## src/rtl/id_ex_stage.sv

```systemverilog
// id_ex_stage: ID/EX pipeline register with operand forwarding and load-use bubble insertion.
module id_ex_stage #(
   parameter int XLEN   = 32,
   parameter int RA_W   = 5,
   parameter bit FWD_EN = 1'b1
) (
   input  logic            clk,
   input  logic            rst_n,
   input  logic            stall,
   input  logic            flush,
   input  logic            id_valid,
   input  logic [XLEN-1:0] id_pc,
   input  logic [XLEN-1:0] id_rs1_data,
   input  logic [XLEN-1:0] id_rs2_data,
   input  logic [XLEN-1:0] id_imm,
   input  logic [RA_W-1:0] id_rs1,
   input  logic [RA_W-1:0] id_rs2,
   input  logic            id_uses_rs1,
   input  logic            id_uses_rs2,
   input  logic [RA_W-1:0] id_rd,
   input  logic [3:0]      id_alucontrol,
   input  logic            id_alusrc_pc,
   input  logic            id_alusrc_imm,
   input  logic            id_regwrite,
   input  logic            id_memread,
   input  logic            id_memwrite,
   input  logic            id_branch,
   input  logic [2:0]      id_funct3,
   input  logic            mem_regwrite,
   input  logic [RA_W-1:0] mem_rd,
   input  logic [XLEN-1:0] mem_result,
   input  logic            wb_regwrite,
   input  logic [RA_W-1:0] wb_rd,
   input  logic [XLEN-1:0] wb_result,
   output logic            load_use_hold,
   output logic            ex_valid,
   output logic [XLEN-1:0] alu_a,
   output logic [XLEN-1:0] alu_b,
   output logic [3:0]      alu_control,
   output logic [XLEN-1:0] ex_store_data,
   output logic [XLEN-1:0] ex_pc,
   output logic [XLEN-1:0] ex_imm,
   output logic [RA_W-1:0] ex_rd,
   output logic            ex_regwrite,
   output logic            ex_memread,
   output logic            ex_memwrite,
   output logic            ex_branch,
   output logic [2:0]      ex_funct3
);
   logic [XLEN-1:0] ex_rs1_data, ex_rs2_data, fwd_rs1, fwd_rs2;
   logic [RA_W-1:0] ex_rs1, ex_rs2;
   logic            ex_alusrc_pc, ex_alusrc_imm;
   logic            m1, w1, m2, w2;

   assign load_use_hold = id_valid & ex_valid & ex_memread & (ex_rd != '0) &
                          ((id_uses_rs1 & (id_rs1 == ex_rd)) | (id_uses_rs2 & (id_rs2 == ex_rd)));

   // flush beats stall; a load-use bubble only happens when not stalled
   always_ff @(posedge clk or negedge rst_n) begin
      if (!rst_n) begin
         ex_valid      <= 1'b0;
         ex_regwrite   <= 1'b0;
         ex_memread    <= 1'b0;
         ex_memwrite   <= 1'b0;
         ex_branch     <= 1'b0;
         ex_pc         <= '0;
         ex_imm        <= '0;
         ex_rs1_data   <= '0;
         ex_rs2_data   <= '0;
         ex_rs1        <= '0;
         ex_rs2        <= '0;
         ex_rd         <= '0;
         alu_control   <= 4'b0000;
         ex_alusrc_pc  <= 1'b0;
         ex_alusrc_imm <= 1'b0;
         ex_funct3     <= '0;
      end else if (flush | (!stall & load_use_hold)) begin
         ex_valid    <= 1'b0;
         ex_regwrite <= 1'b0;
         ex_memread  <= 1'b0;
         ex_memwrite <= 1'b0;
         ex_branch   <= 1'b0;
      end else if (!stall) begin
         ex_valid      <= id_valid;
         ex_regwrite   <= id_regwrite & id_valid;
         ex_memread    <= id_memread & id_valid;
         ex_memwrite   <= id_memwrite & id_valid;
         ex_branch     <= id_branch & id_valid;
         ex_pc         <= id_pc;
         ex_imm        <= id_imm;
         ex_rs1_data   <= id_rs1_data;
         ex_rs2_data   <= id_rs2_data;
         ex_rs1        <= id_rs1;
         ex_rs2        <= id_rs2;
         ex_rd         <= id_rd;
         alu_control   <= id_alucontrol;
         ex_alusrc_pc  <= id_alusrc_pc;
         ex_alusrc_imm <= id_alusrc_imm;
         ex_funct3     <= id_funct3;
      end
   end

   // MEM is the younger producer, so it wins over WB; x0 is never forwarded
   assign m1 = FWD_EN && mem_regwrite && (mem_rd != '0) && (mem_rd == ex_rs1);
   assign w1 = FWD_EN && wb_regwrite && (wb_rd != '0) && (wb_rd == ex_rs1);
   assign m2 = FWD_EN && mem_regwrite && (mem_rd != '0) && (mem_rd == ex_rs2);
   assign w2 = FWD_EN && wb_regwrite && (wb_rd != '0) && (wb_rd == ex_rs2);

   assign fwd_rs1       = m1 ? mem_result : w1 ? wb_result : ex_rs1_data;
   assign fwd_rs2       = m2 ? mem_result : w2 ? wb_result : ex_rs2_data;
   assign alu_a         = ex_alusrc_pc ? ex_pc : fwd_rs1;
   assign alu_b         = ex_alusrc_imm ? ex_imm : fwd_rs2;
   assign ex_store_data = fwd_rs2;
endmodule

```

## config.mk

```make
export PLATFORM = sky130hd
export DESIGN_NAME = id_ex_stage
export DESIGN_NICKNAME = d
export VERILOG_FILES = /design/src/rtl/id_ex_stage.sv
export SDC_FILE = /design/constraint.sdc
export NUM_CORES = 1
export LEC_CHECK = 0
export CAP_MARGIN = 20
export CORE_AREA = 2 2 161 163
export DETAILED_ROUTE_END_ITERATION = 10
export DIE_AREA = 0 0 163 165
export PLACE_DENSITY_LB_ADDON = 0.05
export SKIP_LAST_GASP = 1
export SLEW_MARGIN = 10
export SYNTH_ARGS = -nofsm -noshare
export SYNTH_HDL_FRONTEND = slang
export SYNTH_SLANG_ARGS = --single-unit
export TNS_END_PERCENT = 20
```

## constraint.sdc

```tcl
create_clock -name clk -period 4.4 [get_ports clk]
set_input_delay 0.88 -clock clk [delete_from_list [all_inputs] [get_ports clk]]
set_output_delay 0.88 -clock clk [all_outputs]
set_load 0.03 [all_outputs]
```

==> out/metrics.yaml, run 1 <==
sta:
  worst_slew_pin_slew_ps: 863
  period_needed_ps: 4520
  finalHoldViolCount: 0
  report.final.slew_viol_count: 0
  hold_slack_ps: 462
  fin_crit_sh_pct: 103
  fmax_ghz: 0.221
  slew_headroom_pct: 42.5
  setup_tns_ps: -174
  skew_ps: 13.8
  setup_ws_ps: -115
  rsz0062_at_grt: "yes"
  final-setup-viol-count: 4
worst_setup_path:
  path_max_fanout: 12
  required_ps: 3520
  path_cells: "clkdlybuf4s50_1 > or4_4 > o21ai_2 > or4b_2 > buf_4 > a221oi_1 > o31ai_1 > clkdlybuf4s50_1"
  critPathMostFrequentCell: "clkdlybuf4s50_1"
  critPathLaunchType: "input port"
  path_class: "input port to primary output"
  critPathBufInv: 3
  cp.arrival_ps: 3640
  crit_slowest_cell: "or4b_2"
  cp_top_family: "buffers and inverters"
  max_stage_delay_ps: 720
  critPathCaptureType: "primary output"
cts:
  numCtsBuffers: 17
  clk_pin_slew_ps: 70
  h-tree-depth: 4
  cts_root_buf: "clkbuf_16"
  cts_tree: "done"
  clockBufferDepth: 2
  hold_buffers: 0
  clock_latency_ps: 430
  clock-sinks: 157
logic_synthesis:
  syn_area_per_cell_sq_um: 11.5
  syn_area_sq_mm: 0.00876
  synth_top_area_share_pct: 44.9
  synthArstFlopShare_pct: 100
  synth_area_leader_cell: "dfrtp_1"
  ys_types: 38
  yosysWarnings: 0
  synth_area_leaders: "dfrtp_1, mux2_1, mux2_2"
  yosysMostFrequentCell: "dfrtp_1"
  synth_common_cells: "dfrtp_1, nor2_1, mux2_1"
  ys_ff_latch: 157
  syn_nets: 999
  syn_inst: 760
  synthFlopType: "dfrtp_1"
  synth-edff-count: 0
  ys_seq_area_share_pct: 44.9
layout:
  final_net_count: 1416
  finalCoreUtilization_pct: 55.3
  area_delta_synth_final_pct: 58.1
  drive_above_1_share_pct: 25.5
detailed_routing:
  wl_met3_microns: 2410
  dr_total_vias: 7734
  drtIter0Drc: 424
  antenna_left: 0
  wl_microns: 32700
  avgRoutedWirePerCell_microns: 21.5
  dr.pass1.iters: 5
  drc: 0
  dr.max_layer_used: "met4"
  viasPerCell: 5.08
  wl_met2_microns: 16500
  wl_met1_microns: 13100
floorplanning:
  fp.dieArea_sq_mm: 0.0269
  initial_core_util_pct: 35.0
  rows: 58
  dieWidth_microns: 163
  fp.coreArea_sq_mm: 0.0250
  die_h_microns: 165
  io_pins: 417
grt:
  grt_pass1_vias: 8041
  grt_usage_pct: 24.1
  grt_max_degree: 83
  grt-ovfl-total: 0
  antenna_found_initial: 2
  grt_pass1_wl_microns: 48200
status:
  status: "finished, violations left"
  violations: "negative setup slack"
placement:
  numPortBuffers: 416
  dp_hpwl_microns: 24500
  routabilityCongestion: 0.854
  pre_cts_ws_ps: -170
run:
  cap_violations: 0
pwr:
  peakVddDrop_mv: 0.217
  power_density_mw_per_mm2: 410
  total_power_w: 0.00568
  power_leakage_nw: 5.65
worst_hold_path:
  worstHoldPathType: "input port to asynchronous set/reset pin"
==> placed cells by master, fill, tap and decap left out, drive strengths merged, types with 4 or more instances in the layout <==
master	netlist	final
nor2	101	101
dlymetal6s2s	0	4
and2	33	33
mux2	152	152
buf	42	134
a32o	5	5
o31ai	64	64
clkdlybuf4s50	0	320
a221oi	64	64
nand2	69	69
clkbuf	20	21
dfrtp	157	157
xnor2	27	27
nand4	4	4
inv	1	4
==> flip-flops by register name, indices dropped and copies added (netlist names) <==
register / count
ex_rs2_data: 32
ex_alusrc_pc: 1
ex_memread: 1
ex_imm: 32
ex_funct3: 3
ex_rs1_data: 32
alu_control: 4
ex_rd: 5
ex_rs2: 5
ex_alusrc_imm: 1
ex_memwrite: 1
ex_rs1: 5
ex_pc: 32
ex_regwrite: 1
ex_branch: 1
ex_valid: 1
==> cell families after synthesis <==
logic type	Yosys count	share of synthesized area [%]
DFF	157	44.9
and+or+nand+nor	219	11.8
AOI/OAI and AO/OA	139	16.0
muxes	152	19.5
buffers and inverters	63	4.80
xor gates and xnor gates	30	3.00
==> per-layer routing <==
layer  track usage (%)  vias up
met5                 0        -
met4              7.80        0
met3              6.76       33
met2              41.5      293
met1              29.0     3793
li1                  -     3615
==> cell type report <==
| type | count | area, sq um |
|---|---|---|
| Fill cell | 2247 | 11200 |
| Multi-Input combinational cell | 540 | 4450 |
| Timing Repair Buffer | 460 | 4440 |
| Sequential cell | 157 | 3930 |
| Clock buffer | 21 | 450 |
| Tap cell | 330 | 413 |
| Clock inverter | 11 | 159 |
| Antenna cell | 2 | 5.00 |
| Inverter | 1 | 3.75 |
==> stage by stage <==
step,cell area [sq um],instances
finish,13800,1522
global route,13800,1522
CTS,13800,1520
detailed placement,13200,1488
global placement,13200,1487
floorplan,8760,760
==> where the power goes <==
group | switching, W | internal [W]
Clock | 0.000659 | 0.000919
Sequential | 0.000195 | 0.00165
Combinational | 0.00121 | 0.00104
==> final timing paths <==
| path | startpoint | to | slack [ps] | depth (start not counted) |
|---|---|---|---|---|
| min reg2reg | ex_rs1_data[18] | ex_rs1_data[18] | 490 | 1 |
| max | wb_rd[1] | alu_a[16] | -120 | 8 |
| max reg2reg | ex_rd[1] | ex_imm[11] | 2220 | 6 |
| min | rst_n | ex_pc[6] | 460 | 1 |
| min in group clk | ex_rs1_data[18] | ex_rs1_data[18] | 490 | 1 |
| max in group asynchronous | rst_n | ex_valid | 2990 | 2 |
==> repair_timing <==
item	in CTS	in global routing
setup endpoints to repair	12	24
buffers inserted	0	0
resized for setup	2	4
Note: power is estimated with default switching activity, not from simulation.
==> inputs of run 2 (changes only) <==
--- a/config.mk
+++ b/config.mk
@@ -5,7 +5,7 @@
 export SDC_FILE = /design/constraint.sdc
 export NUM_CORES = 1
 export LEC_CHECK = 0
-export CAP_MARGIN = 20
+export CAP_MARGIN = 25
 export CORE_AREA = 2 2 161 163
 export DETAILED_ROUTE_END_ITERATION = 10
 export DIE_AREA = 0 0 163 165
==> results of run 2 <==
No change in the layout: final DEF, timing and power equal those of run 1.
==> inputs of run 3 (changes only) <==
--- a/config.mk
+++ b/config.mk
@@ -5,7 +5,7 @@
 export SDC_FILE = /design/constraint.sdc
 export NUM_CORES = 1
 export LEC_CHECK = 0
-export CAP_MARGIN = 25
+export CAP_MARGIN = 10
 export CORE_AREA = 2 2 161 163
 export DETAILED_ROUTE_END_ITERATION = 10
 export DIE_AREA = 0 0 163 165
==> run 3 against run 2 <==
The flow still finishes with violations (negative setup slack). Die area unchanged. Via count decreased by 0.70%. Setup slack improved by 97 ps. Maximum frequency increased by 2.2%. Sequential cell count unchanged. Sequential share of layout area increased by 0.077 points. Clock power decreased by 9%. First-iteration DRC count decreased by 5.2%. Core utilization decreased by 0.15 points. Wire length decreased by 0.13%. Clock skew decreased by 2.0 ps. Highest routed layer unchanged.
==> out/metrics.yaml, run 3 (synthesized netlist as in run 1, its figures left out) <==
status:
  status: "finished, violations left"
  violations: "negative setup slack"
placement:
  dp_hpwl_microns: 24400  # -0.30%
  numPortBuffers: 416  # unchanged
  routabilityCongestion: 0.854  # unchanged
layout:
  drive_above_1_share_pct: 25.9  # +0.40 points
  layout_commonest_cell: "clkdlybuf4s50_1"
  area_delta_synth_final_pct: 57.7
  finalCoreUtilization_pct: 55.2  # -0.15 points
  final_net_count: 1417  # +0.071%
  layout_common_cells: "clkdlybuf4s50_1, dfrtp_1, buf_4, mux2_1, nor2_1"
sta:
  setup_ws_ps: -18.2  # +96.9 ps
  hold_slack_ps: 480  # +18.6 ps
  fmax_ghz: 0.226  # +2.2%
  worst_slew_pin_slew_ps: 1140  # +279 ps
  period_needed_ps: 4420  # -96.9 ps
  report.final.slew_viol_count: 0  # unchanged
  rsz0062_at_grt: "yes"
  final-setup-viol-count: 1  # -3
  slew_headroom_pct: 23.7  # -19 points
  finalHoldViolCount: 0  # unchanged
  fin_crit_sh_pct: 100  # -2.2 points
  skew_ps: 11.9  # -1.98 ps
detailed_routing:
  viasPerCell: 5.04  # -0.76%
  drtIter0Drc: 402  # -5.2%
  dr_total_vias: 7680  # -0.70%
  drc: 0  # unchanged
  antenna_left: 0  # unchanged
  dr.pass1.iters: 4  # -1
  avgRoutedWirePerCell_microns: 21.4  # -0.20%
  wl_microns: 32600  # -0.13%
cts:
  clock_latency_ps: 420  # about the same
  cts_root_buf: "clkbuf_16"
  clock-sinks: 157  # unchanged
  cts_tree: "done"
  h-tree-depth: 4  # unchanged
  clk_pin_slew_ps: 70  # about the same
  numCtsBuffers: 17  # unchanged
  hold_buffers: 0  # unchanged
  clockBufferDepth: 2  # unchanged
grt:
  grt_usage_pct: 24.1  # about the same
  grt_pass1_vias: 8055  # +0.17%
  antenna_found_initial: 2  # unchanged
  grt_max_degree: 83  # unchanged
  grt-ovfl-total: 0  # unchanged
  grt_pass1_wl_microns: 48200  # about the same
worst_setup_path:
  rrSetupSlack_ps: 2220  # about the same
  cp.arrival_ps: 3540  # -100 ps
  path_class: "input port to primary output"
  critPathCaptureType: "primary output"
  path_max_fanout: 29  # +17
  critPathLaunchType: "input port"
  required_ps: 3520  # about the same
run:
  cap_violations: 0  # unchanged
pwr:
  power_leakage_nw: 5.64  # -0.29%
  peakVddDrop_mv: 0.184  # -15%
  power_density_mw_per_mm2: 401  # -2.1%
floorplanning:
  fp.coreArea_sq_mm: 0.0250  # unchanged
  fp.dieArea_sq_mm: 0.0269  # unchanged
  dieWidth_microns: 163  # unchanged
  io_pins: 417  # unchanged
  rows: 58  # unchanged
  die_h_microns: 165  # unchanged
  initial_core_util_pct: 35.0  # unchanged
worst_hold_path:
  worstHoldPathType: "input port to asynchronous set/reset pin"
run 3: cell count changes in the layout (fill, tap and decap cells not counted), sizes merged:
| cell | delta |
|---|---|
| clkinv | +3 |
| bufinv | -2 |
| buf | +1 |
| clkbuf | -1 |
| clkdlybuf4s50 | -1 |
| clkinvlp | +1 |
| dlygate4sd2 | +1 |
| inv | -1 |
run 3: where the power goes:
part	total, W	leakage [nW]	switching [W]	internal [W]
Clock	0.00144	0.263	0.000643	0.000799
Combinational	0.00225	3.52	0.00121	0.00104
Sequential	0.00185	1.85	0.000195	0.00165
Total	0.00554	5.64	0.00205	0.00349
run 3: critical path, cell delays in order:
cell and delay, ps:
clkdlybuf4s50_1 560, or4_1 180, o211ai_1 140, nor2_4 910
buf_4 290, a221oi_2 50, o31ai_1 290, buf_4 220
run 3: layout make-up:
cell class | count | area (sq um)
inverters | 1 | 3.75
repair buffers | 461 | 4430
fillers | 2266 | 11200
flip-flops and latches | 157 | 3930
clock buffers | 20 | 447
diodes | 2 | 5.00
clock inverters | 12 | 114
well taps | 330 | 413
multi-input cells | 540 | 4470
run 3: path summary, 6_finish.rpt:
check                      depth (start not counted)              end            start
setup / recovery                                   8        alu_b[15]        mem_rd[2]
hold / removal                                     1         ex_pc[6]            rst_n
setup reg to reg                                   6       ex_imm[29]         ex_rd[4]
hold reg to reg                                    1  ex_rs1_data[25]  ex_rs1_data[25]
max in group asynchronous                          2         ex_valid            rst_n
min in group clk                                   1  ex_rs1_data[25]  ex_rs1_data[25]
run 3: through the flow:
step	setup WS (ps)	total power [W]	setup TNS [ps]	cells	instance area [sq um]
CTS	-150	0.00561	-711	1519	13800
global placement	-135	0.00414	-906	1487	13200
global route	-146	0.00580	-1080	1523	13800
detailed placement	-157	0.00415	-1170	1487	13200
floorplan	722	0.00309	0	760	8760
finish	-18.2	0.00554	-18.2	1523	13800
run 3: timing repair:
item / in CTS / in global routing
setup endpoints to repair: 15 / 32
resized for setup: 3 / 9
pin swaps: 0 / 1
buffers inserted: 0 / 2
run 3: per-layer routing:
layer  up-vias  share of wire (%)  wire length, microns  global-route usage, %
met5         -                  0                     0                      0
met4         0                1.9                   631                   7.88
met3        33                7.1                  2300                   6.63
met2       263                 51                 16600                   42.1
met1      3753                 40                 13100                   28.6
li1       3631                  -                     -                      -
